## config.mk

```make
export PLATFORM = sky130hd
export DESIGN_NAME = frame_mode_engine
export DESIGN_NICKNAME = d
export VERILOG_FILES = /design/src/rtl/frame_mode_engine.sv
export SDC_FILE = /design/constraint.sdc
export NUM_CORES = 1
export LEC_CHECK = 0
export BUFFER_PORTS_ARGS = -buffer_cell sky130_fd_sc_hd__buf_2
export CAP_MARGIN = 25
export CORE_MARGIN = 2
export CORE_UTILIZATION = 55
export DETAILED_ROUTE_END_ITERATION = 12
export PLACE_DENSITY = 0.71
export SYNTH_ARGS = -nofsm -noshare
export SYNTH_HDL_FRONTEND = slang
export SYNTH_SLANG_ARGS = --single-unit
```

## constraint.sdc

```tcl
create_clock -name clk -period 25.8 [get_ports clk]
set_input_delay 2.58 -clock clk [delete_from_list [all_inputs] [get_ports clk]]
set_output_delay 2.58 -clock clk [all_outputs]
set_load 0.03 [all_outputs]
```

## src/rtl/frame_mode_engine.sv

```systemverilog
// -----------------------------------------------------------------------------
// frame_mode_engine
//   Collects a frame of N signed words, latches an operation code on the first
//   beat, computes an N-word result vector in one cycle and streams it out.
//
// Ports
//   clk        rising-edge clock
//   rst        synchronous, active-high reset (highest priority)
//   in_valid   input beat valid; a frame is exactly N consecutive beats
//   in_data    input word, signed two's complement, DATA_W bits
//   in_mode    operation code, sampled only on the first beat of a frame
//   out_valid  result beat valid, N consecutive cycles per frame
//   out_data   result word, forced to 0 whenever out_valid is low
//   err        one-cycle pulse on a protocol violation or reserved mode
//   dbg_state  current FSM state (IDLE=0, LOAD=1, CALC=2, OUT=3)
//
// Handshake: there is no back-pressure. A beat is transferred on every rising
// edge where in_valid=1 and the engine is accepting (IDLE or LOAD); a result
// beat is presented on every cycle where out_valid=1 and must be taken then.
//
// Modes: 0 pass, 1 reverse, 2 sort ascending, 3 sort descending,
//        4 saturated prefix sum, 5 saturated offset from min, 6 running max,
//        7 (and any larger code) reserved: pass-through plus an err pulse.
// -----------------------------------------------------------------------------
module frame_mode_engine #(
   parameter int DATA_W = 9,
   parameter int N      = 6,
   parameter int MODE_W = 3
) (
   input  logic              clk,
   input  logic              rst,
   input  logic              in_valid,
   input  logic [DATA_W-1:0] in_data,
   input  logic [MODE_W-1:0] in_mode,
   output logic              out_valid,
   output logic [DATA_W-1:0] out_data,
   output logic              err,
   output logic [1:0]        dbg_state
);

   localparam int CW = $clog2(N);
   // Prefix sums of N words need log2(N) guard bits to never wrap.
   localparam int SW = DATA_W + $clog2(N);
   localparam logic signed [SW-1:0] SAT_MAX = SW'((2 ** (DATA_W - 1)) - 1);
   localparam logic signed [SW-1:0] SAT_MIN = SW'(-(2 ** (DATA_W - 1)));
   localparam logic [CW-1:0]        LAST    = CW'(N - 1);

   typedef enum logic [1:0] {
      S_IDLE = 2'd0,
      S_LOAD = 2'd1,
      S_CALC = 2'd2,
      S_OUT  = 2'd3
   } state_t;

   state_t                    state_q, state_d;
   logic [CW-1:0]             cnt_q, cnt_d;
   logic [CW-1:0]             idx_q, idx_d;
   logic [MODE_W-1:0]         mode_q, mode_d;
   logic                      out_valid_q, out_valid_d;
   logic [DATA_W-1:0]         out_data_q, out_data_d;
   logic                      err_q, err_d;

   logic signed [DATA_W-1:0]  x_q   [N];
   logic signed [DATA_W-1:0]  x_d   [N];
   logic signed [DATA_W-1:0]  asc_q [N];
   logic signed [DATA_W-1:0]  asc_d [N];
   logic signed [DATA_W-1:0]  dsc_q [N];
   logic signed [DATA_W-1:0]  dsc_d [N];
   logic signed [DATA_W-1:0]  res_q [N];
   logic signed [DATA_W-1:0]  res_d [N];

   logic signed [DATA_W-1:0]  asc_ins  [N];
   logic signed [DATA_W-1:0]  dsc_ins  [N];
   logic signed [DATA_W-1:0]  calc_res [N];

   logic signed [DATA_W-1:0]  in_word;
   logic signed [DATA_W-1:0]  prev_a, prev_d;
   logic                      a_gt_cur, a_gt_prev, d_lt_cur, d_lt_prev;
   logic signed [SW-1:0]      acc;
   logic signed [DATA_W-1:0]  run_max;
   logic signed [DATA_W-1:0]  min_v;
   logic                      mode_reserved;

   function automatic logic signed [DATA_W-1:0] sat_w(input logic signed [SW-1:0] v);
      if (v > SAT_MAX)      return SAT_MAX[DATA_W-1:0];
      else if (v < SAT_MIN) return SAT_MIN[DATA_W-1:0];
      else                  return v[DATA_W-1:0];
   endfunction

   assign in_word       = in_data;
   assign mode_reserved = (mode_q >= MODE_W'(7));

   // Stable insertion of the incoming word into two sorted banks holding cnt_q
   // valid entries. The new word lands after every entry that compares equal,
   // so ties keep arrival order in both the ascending and descending banks.
   // Entries at positions above the insertion point shift up by one.
   always_comb begin
      prev_a    = asc_q[0];
      prev_d    = dsc_q[0];
      a_gt_cur  = 1'b0;
      a_gt_prev = 1'b0;
      d_lt_cur  = 1'b0;
      d_lt_prev = 1'b0;
      for (int i = 0; i < N; i++) begin
         asc_ins[i] = asc_q[i];
         dsc_ins[i] = dsc_q[i];
         if (i <= int'(cnt_q)) begin
            prev_a    = asc_q[(i == 0) ? 0 : i - 1];
            prev_d    = dsc_q[(i == 0) ? 0 : i - 1];
            a_gt_cur  = (i < int'(cnt_q)) && (asc_q[i] > in_word);
            a_gt_prev = (i > 0) && (prev_a > in_word);
            d_lt_cur  = (i < int'(cnt_q)) && (dsc_q[i] < in_word);
            d_lt_prev = (i > 0) && (prev_d < in_word);
            if (a_gt_prev)
               asc_ins[i] = prev_a;
            else if (a_gt_cur || (i == int'(cnt_q)))
               asc_ins[i] = in_word;
            if (d_lt_prev)
               dsc_ins[i] = prev_d;
            else if (d_lt_cur || (i == int'(cnt_q)))
               dsc_ins[i] = in_word;
         end
      end
   end

   // Result vector for the latched mode, registered during CALC.
   always_comb begin
      acc     = '0;
      run_max = x_q[0];
      min_v   = asc_q[0];
      for (int i = 0; i < N; i++) calc_res[i] = x_q[i];
      case (mode_q)
         MODE_W'(1): for (int i = 0; i < N; i++) calc_res[i] = x_q[N-1-i];
         MODE_W'(2): for (int i = 0; i < N; i++) calc_res[i] = asc_q[i];
         MODE_W'(3): for (int i = 0; i < N; i++) calc_res[i] = dsc_q[i];
         MODE_W'(4): begin
            for (int i = 0; i < N; i++) begin
               acc         = acc + SW'(x_q[i]);
               calc_res[i] = sat_w(acc);
            end
         end
         MODE_W'(5): begin
            // The ascending bank's head is the frame minimum.
            for (int i = 0; i < N; i++)
               calc_res[i] = sat_w(SW'(x_q[i]) - SW'(min_v));
         end
         MODE_W'(6): begin
            for (int i = 0; i < N; i++) begin
               if (x_q[i] > run_max) run_max = x_q[i];
               calc_res[i] = run_max;
            end
         end
         default: ;
      endcase
   end

   // Next-state and output logic. Outputs are registered, so out_valid/out_data
   // trail the OUT state by one cycle; the last result beat is therefore shown
   // while the FSM is already back in IDLE, and a beat arriving in that cycle
   // is treated as a protocol error rather than a new frame.
   always_comb begin
      state_d     = state_q;
      cnt_d       = cnt_q;
      idx_d       = idx_q;
      mode_d      = mode_q;
      x_d         = x_q;
      asc_d       = asc_q;
      dsc_d       = dsc_q;
      res_d       = res_q;
      out_valid_d = 1'b0;
      out_data_d  = '0;
      err_d       = 1'b0;
      case (state_q)
         S_IDLE: begin
            if (in_valid) begin
               if (out_valid_q) begin
                  err_d = 1'b1;
               end else begin
                  x_d[0]  = in_word;
                  asc_d   = asc_ins;
                  dsc_d   = dsc_ins;
                  mode_d  = in_mode;
                  cnt_d   = CW'(1);
                  state_d = S_LOAD;
               end
            end
         end
         S_LOAD: begin
            if (in_valid) begin
               x_d[cnt_q] = in_word;
               asc_d      = asc_ins;
               dsc_d      = dsc_ins;
               if (cnt_q == LAST) begin
                  cnt_d   = '0;
                  state_d = S_CALC;
                  // Registered here so the pulse is visible during CALC.
                  err_d   = mode_reserved;
               end else begin
                  cnt_d = cnt_q + CW'(1);
               end
            end else begin
               // Short frame: drop everything collected so far.
               cnt_d   = '0;
               err_d   = 1'b1;
               state_d = S_IDLE;
            end
         end
         S_CALC: begin
            res_d   = calc_res;
            idx_d   = '0;
            err_d   = in_valid;
            state_d = S_OUT;
         end
         S_OUT: begin
            out_valid_d = 1'b1;
            out_data_d  = res_q[idx_q];
            err_d       = in_valid;
            if (idx_q == LAST) begin
               idx_d   = '0;
               state_d = S_IDLE;
            end else begin
               idx_d = idx_q + CW'(1);
            end
         end
         default: state_d = S_IDLE;
      endcase
   end

   always_ff @(posedge clk) begin
      if (rst) begin
         state_q     <= S_IDLE;
         cnt_q       <= '0;
         idx_q       <= '0;
         mode_q      <= '0;
         out_valid_q <= 1'b0;
         out_data_q  <= '0;
         err_q       <= 1'b0;
         for (int i = 0; i < N; i++) begin
            x_q[i]   <= '0;
            asc_q[i] <= '0;
            dsc_q[i] <= '0;
            res_q[i] <= '0;
         end
      end else begin
         state_q     <= state_d;
         cnt_q       <= cnt_d;
         idx_q       <= idx_d;
         mode_q      <= mode_d;
         out_valid_q <= out_valid_d;
         out_data_q  <= out_data_d;
         err_q       <= err_d;
         x_q         <= x_d;
         asc_q       <= asc_d;
         dsc_q       <= dsc_d;
         res_q       <= res_d;
      end
   end

   assign out_valid = out_valid_q;
   assign out_data  = out_data_q;
   assign err       = err_q;
   assign dbg_state = state_q;

endmodule

```

# [Word level (Yosys, flattened, before mapping)]
# Cells that the tools add are included.
[op_classes] n_addsub=13 mul=0 div_mod_pow=0 magnitude_cmp=56 eq_ne=21 shifts=0 muxes=104 n_bitwise=4 n_reduce_logical=36
[ops] operator="two-way mux 9 bit" count=71
[ops] operator="two-way mux 54 bit" count=7
[ops] operator="case mux 54 bit (6 select lines)" count=1
[ops] operator="case mux 54 bit (2 select lines)" count=2
[ops] operator="> comparator 9 bit" count=11
[ops] operator="> comparator 10 x 9 -> 1 bit (second input constant)" count=7
[ops] operator="< comparator 10 x 9 -> 1 bit (second input constant)" count=7
[ops] operator="subtractor 9 x 9 -> 10 bit" count=6
[ops] operator="bitwise mux 54 bit" count=1
[ops] operator="< comparator 9 bit" count=6
[ops] operator="> comparator 12 x 9 -> 1 bit (second input constant)" count=3
[ops] operator="< comparator 12 x 9 -> 1 bit (second input constant)" count=3
[ops] operator="binary-select mux 9 bit (select 3 bit)" count=1
[ops] operator="demux 9 bit (select 3 bit)" count=1
[ops] operator="adder 12 x 9 -> 12 bit" count=2
[ops] operator="case mux 9 bit (2 select lines)" count=1
[ops] operator="equality test 3 bit (second input constant)" count=5
[ops] operator="two-way mux 3 bit" count=5
[ops] operator="logical AND 1 bit" count=13
[ops] operator="adder 11 x 9 -> 12 bit" count=1
[ops] operator="equality test 3 bit (first input constant)" count=4
[ops] operator="logical OR 1 bit" count=12
[ops] operator="case mux 3 bit (2 select lines)" count=2
[ops] operator="adder 10 x 9 -> 11 bit" count=1
[ops] operator="35 further kinds" count=61
[totals] reg_bits=238 latch_bits=0 ram_bits=0 mem_bits_ro=0 inputBits=15 wordCells=265 n_memories=0

# [Depth between registers and ports, before layout]
[depth] ltp_word=17 mapped_depth=48 mapped_depth_nobuf=43

# [Least setup slack after synthesis]
# Ideal clock, no wire load.
[synth_path] path_type="reg2reg" from="reg x_q[47] in the netlist's numbering" to="reg res_q[3] in the netlist's numbering" setup_ps=136 arrival_ps=8797 path_slack_ps=16867 stages_incl_launch_ff=44 synth_period_minus_slack_ps=8933 cell_sequence="dfxtp_1 inv_1 ha_1 a21oi_1 a211oi_2 o32a_1 buf_6 and2_4 buf_8 a21oi_2 ha_1 a22o_1 o41ai_2 and2_1 clkbuf_1 nor3_1 a21o_1 ha_1 [... 8 more ...] nand2b_1 a21oi_1 o41ai_1 a41o_1 or2_2 buf_1 clkbuf_1 mux2i_1 ha_1 nor2b_1 o31ai_1 a21oi_1 o21ai_1 nor2_1 a221oi_1 o21ai_0 nor4b_1 a211oi_1"
[synth_between] elab_chain_len=16
[synth_lines] item="from (decl)" line="63" rtl="logic signed [DATA_W-1:0] x_q [N];"
[synth_lines] item="from (signal, indexed assignment)" line="239" rtl="x_q[i] <= '0;"
[synth_lines] item="from (signal assigned)" line="252" rtl="x_q <= x_d;"
[synth_lines] item="branches (longest 15 deep; another with adder 11 x 9 -> 12 bit)"
[synth_lines] item="case mux 54 bit (6 select lines) *" line="132" rtl="case (mode_q)"
[synth_lines] item="to (signal assigned)" line="255" rtl="res_q <= res_d;"
[synth_lines] item="to (decl)" line="69" rtl="logic signed [DATA_W-1:0] res_q [N];"
# Every way passes the cells marked *. The select of a mux whose other input is x is not followed.
# A chain may end at the register's enable or synchronous reset.

# [Final worst setup path]
[layout_path] from="reg x_q[51] in the netlist's numbering" to="reg res_q[3] in the netlist's numbering"
# Same word-level chain as after synthesis.

==> impl_metrics.py <==
metrics = {
    "worst_setup_path": {
        "start_kind": "flop",
        "startpoint": "x_q[51]$_SDFFE_PP0P_",
        "path_common_cell": "ha_1",
        "r2r_start": "x_q[51]$_SDFFE_PP0P_",
        "rr_worst_depth": 40,
        "max_stage_delay_ps": 750,
        "critPathCapture": "res_q[3]$_SDFFE_PP0P_",
        "path_class": "reg -> reg",
        "reg2reg_slack_ps": 14860,
        "endpoint_kind": "flop",
        "cp.required_ps": 26240,
        "reg2reg_to": "res_q[3]$_SDFFE_PP0P_",
        "crit_path_max_fanout": 12,
        "cp.arrival_ps": 11380,
        "slowest_stage": "nor2_1",
    },
    "synth": {
        "ys_ff_latch": 238,
        "synth_cells": 2830,
        "yosys.area_share.simple": 0.179,
        "synth_flop_cell": "dfxtp_1",
        "synth-adder-area-share": 0.157,
        "syn_area_um2": 22000,
        "synth_fp_nets": 3113,
        "synth_top_family_by_area": "compound AO/OA/AOI/OAI gates",
        "async_flop_share": 0,
        "ys_types": 112,
        "muxShareOfSynthArea": 0.0702,
        "syn_avg_cell_area_um2": 7.77,
        "yosys_warnings": 0,
        "synth_xor_area_frac": 0.0266,
        "synth-seq-area-share": 0.217,
        "synth-edff-count": 0,
        "synth_compound_area_frac": 0.302,
    },
    "detailed_routing": {
        "drc": 0,
        "ant_nets": 0,
        "wl_um": 102000,
        "drt_first_pass_iters": 8,
        "detail_route.wl_per_cell_um": 30.4,
        "vias": 23800,
        "post_drt_via_cell_ratio": 7.13,
        "drt_iter0_drc": 3133,
    },
    "finish": {
        "fin_cells": 3335,
        "drive_gt1_frac": 0.0816,
        "nets": 3070,
        "fin_area_um2": 23600,
        "area_growth_pct": 7.09,
        "fillers": 3683,
    },
    "run": {
        "cap_violations": 0,
    },
    "global_routing": {
        "grt.total_usage": 0.477,
        "gr-usage-met2": 0.686,
        "grt_use_met3": 0.136,
        "grt_pass1_wl_um": 146000,
        "grt_pass1_vias": 22200,
        "met1_usage": 0.600,
        "grt_overflow": 0,
        "antenna_found_initial": 3,
        "grt_start_max_net_pins": 67,
        "gr-max-usage-layer": "met2",
    },
    "placed_design": {
        "post-dp-hpwl_um": 74700,
        "gp_congestion": 1.08,
        "dp_cells": 3278,
        "place_area_um2": 22600,
        "port_buffers": 27,
    },
    "floorplan": {
        "core_um2": 39600,
        "die_area_um2": 41600,
        "io_pins": 28,
        "die_width_um": 204,
        "rows": 73,
        "dieHeight_um": 204,
        "start_util": 0.555,
    },
    "timing": {
        "finalSetupTns_ps": 0,
        "hold_ws_ps": 451,
        "tightest_slew_ps": 1190,
        "setup_violations": 0,
        "finalMaxSlewViolations": 0,
        "relSlewSlack": 0.204,
        "grt_setup_unrepaired": "no",
        "fmax_mhz": 91.4,
        "fin_crit_sh": 0.424,
        "hold_violations": 0,
        "min_period_ps": 10940,
        "finalClockSkew_ps": 12.3,
    },
    "clocking": {
        "cts.sinks": 238,
        "cts.reportedPaths.clkPinSlew_ps": 60,
        "cts_tree": "done",
        "post_cts_buffers": 0,
        "clk_path_buf_depth": 3,
        "cts_max_level": 1,
        "cts_buffers": 29,
        "cts_root_buf": "clkbuf_16",
        "ctsResizeCount": 0,
        "clkLatencyLatePin_ps": 590,
        "postCtsHoldBufs": 0,
    },
    "pwr": {
        "p_per_area_nw_per_um2": 59.4,
        "ir_drop_mv": 0.0556,
        "leakage_nw": 9.67,
        "power_mw": 1.40,
    },
    "min_path": {
        "hp-class": "reg -> reg",
    },
    "status": {
        "status": "finished, final reports clean",
    },
}
## layout make-up
| class | instances | area, um2 | area share |
|---|---|---|---|
| diodes | 4 | 10.0 | 0.000425 |
| clock buffers | 42 | 845 | 0.0359 |
| clock inverters | 8 | 92.6 | 0.00393 |
| inverters | 115 | 432 | 0.0183 |
| multi-input cells | 2321 | 16200 | 0.687 |
| flip-flops and latches | 238 | 4770 | 0.202 |
| well taps | 525 | 657 | 0.0279 |
| repair buffers | 82 | 561 | 0.0238 |
## metal layers
metal	share of wire	up-vias
li1	-	10400
met1	0.38	11200
met5	0.00012	-
met3	0.13	489
met4	0.093	2
met2	0.40	1616
## cell usage after synthesis, drive strengths merged, types with 13 or more instances
library cell | instances | area, um2
o31a | 13 | 114
or3 | 32 | 205
nor3 | 69 | 355
a211oi | 103 | 788
xnor2 | 40 | 358
dfxtp | 238 | 4760
o21a | 42 | 315
a21oi | 287 | 1460
inv | 112 | 420
a21o | 49 | 368
o21ai | 203 | 1030
ha | 257 | 3220
nor2b | 36 | 225
nor2 | 405 | 1520
nand2b | 33 | 206
and2 | 17 | 109
nand2 | 137 | 514
o31ai | 24 | 185
xor2 | 23 | 201
nand4 | 21 | 144
a2111oi | 25 | 233
a31oi | 40 | 275
mux2i | 113 | 1180
a22oi | 14 | 119
o221ai | 13 | 114
nand3 | 29 | 145
buf | 31 | 160
o211ai | 24 | 180
o22ai | 34 | 213
a221oi | 29 | 295
clkbuf | 125 | 469
mux2 | 14 | 165
## power by group
group | switching, mW | internal, mW
registers | 0.0147 | 0.375
clock network | 0.176 | 0.244
logic | 0.388 | 0.202
## stage by stage
step           utilization  worst slack, ps
5_1_grt              0.594            14240
2_1_floorplan            -            16870
6_report             0.594            14860
4_1_cts              0.593            15090
3_5_place_dp         0.570            15160
3_3_place_gp         0.569            15450
## cell families (layout without fill, tap and decap cells)
logic type,count (synthesis),in the layout
AOI/OAI and AO/OA,1004,1004
and+or+nand+nor,847,847
buffers and inverters,271,247
adders and majority gates,270,270
DFF,238,238
muxes,136,136
xor gates and xnor gates,64,64
other,0,4
## flip-flops by register name (all words and copies together), names as in the netlist, named ones only
register and cells:
err 1, res_q 54, cnt_q 3, x_q 54
mode_q 3, out_data 9, out_valid 1, min_v 9
dsc_q 54, idx_q 3, dbg_state 1, asc_q 45
## worst max-delay path, delay by kind of cell (launching register included)
| kind | cells | cell delay (ps) |
|---|---|---|
| AOI/OAI and AO/OA | 23 | 5750 |
| and+or+nand+nor | 8 | 2570 |
| adders and majority gates | 5 | 1500 |
| DFF | 1 | 500 |
| buffers and inverters | 4 | 400 |
## worst min-delay path by stage
stage                            from  cells past startpoint                      to  slack (ps)
6_report        res_q[9]$_SDFFE_PP0P_                      2   res_q[9]$_SDFFE_PP0P_         450
5_1_grt         res_q[9]$_SDFFE_PP0P_                      2   res_q[9]$_SDFFE_PP0P_         480
4_1_cts         res_q[9]$_SDFFE_PP0P_                      2   res_q[9]$_SDFFE_PP0P_         450
3_5_place_dp    res_q[9]$_SDFFE_PP0P_                      2   res_q[9]$_SDFFE_PP0P_         440
3_3_place_gp   res_q[40]$_SDFFE_PP0P_                      2  res_q[40]$_SDFFE_PP0P_         430
2_1_floorplan  res_q[27]$_SDFFE_PP0P_                      2  res_q[27]$_SDFFE_PP0P_         420
## cell usage in the layout, fill, tap and decap left out, types with 39 or more instances in the layout
cell type	count
a211oi_1	99
a21o_1	49
a21oi_1	282
buf_4	52
dfxtp_1	236
ha_1	257
inv_1	107
mux2i_1	108
nand2_1	137
nor2_1	404
nor3_1	66
o21a_1	42
o21ai_0	178
xnor2_1	39
No activity file was read; power rests on OpenSTA's default activity.
